### config.mk
export PLATFORM = sky130hd
export DESIGN_NAME = sync_fifo_flow
export DESIGN_NICKNAME = d
export VERILOG_FILES = /design/src/rtl/sync_fifo_flow_pkg.sv /design/src/rtl/sync_fifo_flow_regfile.sv /design/src/rtl/sync_fifo_flow.sv
export SDC_FILE = /design/constraint.sdc
export NUM_CORES = 1
export LEC_CHECK = 0
export ABC_AREA = 1
export CAP_MARGIN = 20
export CORE_MARGIN = 2
export CORE_UTILIZATION = 32
export DETAILED_ROUTE_END_ITERATION = 7
export DONT_BUFFER_PORTS = 1
export SYNTH_ARGS = -nofsm -noshare
export SYNTH_HDL_FRONTEND = slang
export SYNTH_SLANG_ARGS = --single-unit
### constraint.sdc
create_clock -name clk -period 3.45 [get_ports clk]
set_clock_uncertainty 0.05 [all_clocks]
set_input_delay 0.69 -clock clk [delete_from_list [all_inputs] [get_ports clk]]
set_output_delay 0.69 -clock clk [all_outputs]
set_load 0.05 [all_outputs]
### src/rtl/sync_fifo_flow_pkg.sv
// sync_fifo_flow_pkg: width helpers shared by the flow-controlled FIFO and its storage
package sync_fifo_flow_pkg;
  function automatic int addr_width(input int depth);
    return depth > 2 ? $clog2(depth) : 1;
  endfunction
endpackage

### src/rtl/sync_fifo_flow_regfile.sv
// fifo_regfile: unreset DEPTH x DATA_WIDTH storage, one write port, one asynchronous read port
module fifo_regfile
  import sync_fifo_flow_pkg::*;
#(
  parameter int DATA_WIDTH = 32,
  parameter int DEPTH = 4,
  localparam int ADDR_W = addr_width(DEPTH)
) (
  input  logic                  clk,
  input  logic                  we,
  input  logic [ADDR_W-1:0]     waddr,
  input  logic [DATA_WIDTH-1:0] wdata,
  input  logic [ADDR_W-1:0]     raddr,
  output logic [DATA_WIDTH-1:0] rdata
);
  logic [DATA_WIDTH-1:0] mem [DEPTH];
  always_ff @(posedge clk)
    if (we) mem[waddr] <= wdata;
  assign rdata = mem[raddr];
endmodule

### src/rtl/sync_fifo_flow.sv
// sync_fifo_flow: any-depth valid/ready FIFO with occupancy count, level flags, flush and high-water mark
module sync_fifo_flow
  import sync_fifo_flow_pkg::*;
#(
  parameter int DATA_WIDTH = 32,
  parameter int DEPTH = 4,
  parameter int AF_LEVEL = DEPTH - 1,
  parameter int AE_LEVEL = 1,
  localparam int ADDR_W = addr_width(DEPTH),
  localparam int CNT_W = $clog2(DEPTH + 1)
) (
  input  logic                  clk,
  input  logic                  rst,
  input  logic                  flush,
  input  logic                  in_valid,
  input  logic [DATA_WIDTH-1:0] in_data,
  output logic                  in_ready,
  output logic                  out_valid,
  output logic [DATA_WIDTH-1:0] out_data,
  input  logic                  out_ready,
  output logic [CNT_W-1:0]      count,
  output logic                  almost_full,
  output logic                  almost_empty,
  output logic [CNT_W-1:0]      hwm
);
  if (DEPTH < 2 || AF_LEVEL < 1 || AF_LEVEL > DEPTH || AE_LEVEL < 0 || AE_LEVEL > DEPTH - 1) begin : g_bad_params
    $fatal(1, "sync_fifo_flow: illegal DEPTH/AF_LEVEL/AE_LEVEL");
  end
  logic [ADDR_W-1:0] wptr, rptr;
  logic [CNT_W-1:0] count_next;
  logic [DATA_WIDTH-1:0] rd_data;
  logic push, pop;
  assign in_ready = count != CNT_W'(DEPTH);
  assign out_valid = count != '0;
  assign push = in_valid & in_ready;
  assign pop = out_valid & out_ready;
  assign out_data = out_valid ? rd_data : '0;
  assign almost_full = count >= CNT_W'(AF_LEVEL);
  assign almost_empty = count <= CNT_W'(AE_LEVEL);
  always_comb
    count_next = flush ? '0 : (push && !pop) ? count + 1'b1 : (pop && !push) ? count - 1'b1 : count;
  // pointers wrap explicitly so DEPTH need not be a power of two
  always_ff @(posedge clk or posedge rst)
    if (rst) begin
      wptr <= '0;
      rptr <= '0;
      count <= '0;
      hwm <= '0;
    end else begin
      wptr <= flush ? '0 : push ? (wptr == ADDR_W'(DEPTH - 1) ? '0 : wptr + 1'b1) : wptr;
      rptr <= flush ? '0 : pop ? (rptr == ADDR_W'(DEPTH - 1) ? '0 : rptr + 1'b1) : rptr;
      count <= count_next;
      if (count_next > hwm) hwm <= count_next;
    end
  fifo_regfile #(
    .DATA_WIDTH(DATA_WIDTH),
    .DEPTH(DEPTH)
  ) u_regfile (
    .clk(clk),
    .we(push & ~flush),
    .waddr(wptr),
    .wdata(in_data),
    .raddr(rptr),
    .rdata(rd_data)
  );
endmodule

==> results.sh <==
export IMPL_outcome="finished clean"
export IMPL_io_pins=79
export IMPL_cp_end_kind="primary output"
export IMPL_insertion_delay_ns=0.42
export IMPL_synth_area_per_cell_um2=11.94
export IMPL_synth_top_area_cell="edfxtp_1"
export IMPL_cts_root_buf="clkbuf_16"
export IMPL_grt_pass1_wl_um=19490
export IMPL_vias=3615
export IMPL_power_density_mw_per_mm2=945.1
export IMPL_cts_max_level=4
export IMPL_setup_tns_ns=0
export IMPL_p_total_mw=6.559
export IMPL_rsz0062_at_grt="no"
export IMPL_cpMostUsedCell="inv_1"
export IMPL_setup_violations=0
export IMPL_place_congestion=0.7400
export IMPL_relSlewSlack_pct=39.40
export IMPL_ys_flop_type="edfxtp_1"
export IMPL_syn_instance_count=480
export IMPL_core_area_mm2=0.01742
export IMPL_yosys_top_cells_area="edfxtp_1, nor2_1, o21ai_0"
export IMPL_start_kind="flip-flop"
export IMPL_routed_wl_um=12510
export IMPL_cts_buffers=17
export IMPL_avgViaCountPerCell=4.775
export IMPL_cts_buffer_depth=2
export IMPL_synth_area_mm2=0.005729
export IMPL_synth_top_area_share_pct=67.09
export IMPL_die_h_um=137.8
export IMPL_post_place_ws_ns=0.5385
export IMPL_finalHoldViolCount=0
export IMPL_gr_total_overflow=0
export IMPL_antenna_found_initial=0
export IMPL_power_leakage_nw=2.531
export IMPL_period_share_pct=92.52
export IMPL_cts_hold_buf=0
export IMPL_cp_max_fo=32
export IMPL_arrival_ns=2.45
export IMPL_dieArea_mm2=0.01899
export IMPL_slowest_stage="nor2_4"
export IMPL_grt_max_degree=66
export IMPL_postRouteAntennaNets=0
export IMPL_crit_chain="inv_1 > ha_2 > inv_1 > nor2_4 > a21oi_1 > buf_4"
export IMPL_dpl_hpwl_um=7478
export IMPL_synthToLayoutAreaGrowth_pct=21.14
export IMPL_cts_sinks=138
export IMPL_utilization_pct=39.85
export IMPL_min_period_ns=3.192
export IMPL_yosys_register_bits=138
export IMPL_setup_slack_ns=0.2581
export IMPL_synthesis_nets=529
export IMPL_hold_ws_ns=0.1058
export IMPL_diodes=0
export IMPL_firstDrtPassIters=4
export IMPL_yosysSeqAreaShare_pct=71.46
export IMPL_synth_edff_count=128
export IMPL_yosys_warnings=0
export IMPL_grt_usage_pct=14.09
export IMPL_final_nets=568
export IMPL_numPortBuffers=0
export IMPL_tritoncts="done"
export IMPL_crit_required_ns=2.71
export IMPL_fill_cells=1645
export IMPL_ir_worst_vdd_mv=0.4677
export IMPL_grt_pass1_vias=3774
export IMPL_die_x_um=137.8
export IMPL_hold_path_class="input port to asynchronous set/reset pin"
export IMPL_synth_common_cells="nor2_1, edfxtp_1, o21ai_0"
export IMPL_drive_gt1_share_pct=17.67
export IMPL_async_flop_share_pct=7.246
export IMPL_worst_pin_slew_ns=0.9068
export IMPL_yosysUniqueCellTypes=23
export IMPL_rows=48
export IMPL_cts_clk_slew_worst_paths_ns=0.06
export IMPL_critical_path_class="flip-flop to primary output"
export IMPL_wire_per_inst_um=16.53
export IMPL_critPathMaxStageDelay_ns=0.68
export IMPL_start_util_pct=32.90
export IMPL_synth_most_common_cell="nor2_1"
export IMPL_drt_iter0_markers=157
export IMPL_drv_slew=0
export IMPL_cap_violations=0
export IMPL_drcViolationCount=0
export IMPL_fmax_mhz=313.3
==> power breakdown <==
part	internal [mW]	switching, mW	total, mW
Sequential	1.96	0.104	2.06
Clock	1.27	0.658	1.93
Combinational	0.675	1.89	2.57
==> kinds of logic after synthesis <==
kind of cell	after synthesis	synth area share, %
adders and majority gates	12	2.621
and+or+nand+nor	177	12.86
DFF	138	71.46
buffers and inverters	47	3.734
AOI/OAI and AO/OA	106	9.325
==> repair_timing <==
action                                  4_1_cts  5_1_grt
setup buffers                                 0        0
endpoints found under the setup margin        0        1
gates resized for setup                       0        1
==> metal layers <==
layer | global-route usage, % | vias up | part of all wire, %
met1 | 15.27 | 1774 | 40
met5 | 0 | - | 0
met3 | 5.114 | 16 | 6.3
met4 | 5.556 | 0 | 1.5
met2 | 25.01 | 75 | 52
li1 | - | 1750 | -
==> worst max-delay path, delay by kind of cell, from the launching register on <==
kind / cells / cell delay [ns]
flip-flops: 1 / 0.38
AO/OA/AOI/OAI: 1 / 0.16
buffers and inverters: 3 / 0.50
adder cells (fa/ha/maj): 1 / 0.29
AND/OR/NAND/NOR: 1 / 0.68
==> state kept, by name, summed over array words and instances, names as in the netlist <==
name / count
u_regfile.mem: 128
count: 3
hwm: 3
rptr: 2
wptr: 2
==> per-stage QoR <==
step	cells	cell area [um^2]
3_3_place_gp	725	6306
5_1_grt	757	6940
3_5_place_dp	725	6306
4_1_cts	757	6938
6_report	757	6940
2_1_floorplan	480	5729
==> final cells by class <==
class                   instances  area [um^2]  area share (%)
flip-flops and latches        138         4095           59.00
multi-input cells             295         1461           21.06
inverters                      22        82.58           1.190
repair buffers                 45        387.9           5.589
well taps                     225        281.5           4.056
clock inverters                14        202.7           2.920
clock buffers                  18        429.2           6.184
==> placed cells by master (no fill, tap or decap) <==
master	netlist	routed
nand3_1	6	6
inv_1	17	17
clkinv_2	0	1
clkinv_1	1	5
buf_12	0	4
inv_2	4	4
nand3b_1	1	1
clkbuf_1	12	1
clkinvlp_4	0	2
nand2_2	4	4
nand3_2	3	3
nor2_1	135	130
o21ai_0	67	66
edfxtp_1	128	128
nand4_1	3	3
ha_2	0	1
bufinv_16	0	5
and3_1	1	1
dfrtp_2	0	1
clkinv_4	0	2
nand2_4	3	3
o21ai_1	1	2
nand2_1	21	21
nor2_4	0	5
buf_4	6	41
a21oi_1	37	37
a21oi_2	1	1
dfrtp_1	10	9
ha_1	12	11
clkbuf_16	0	17
==> path summary, 6_finish.rpt <==
check / start / to / slack, ns / cells past startpoint
worst max-delay path: count[1] / out_data[11] / 0.26 / 6
worst min-delay path: rst / rptr[1] / 0.11 / 1
worst max register to register: count[2] / hwm[1] / 0.69 / 13
worst min register to register: wptr[1] / wptr[1] / 0.60 / 2
max in group asynchronous: rst / rptr[0] / 2.92 / 1
min in group clk: in_data[2] / u_regfile.mem[0][2] / 0.31 / 0
Power figures use the tool's default switching activity.
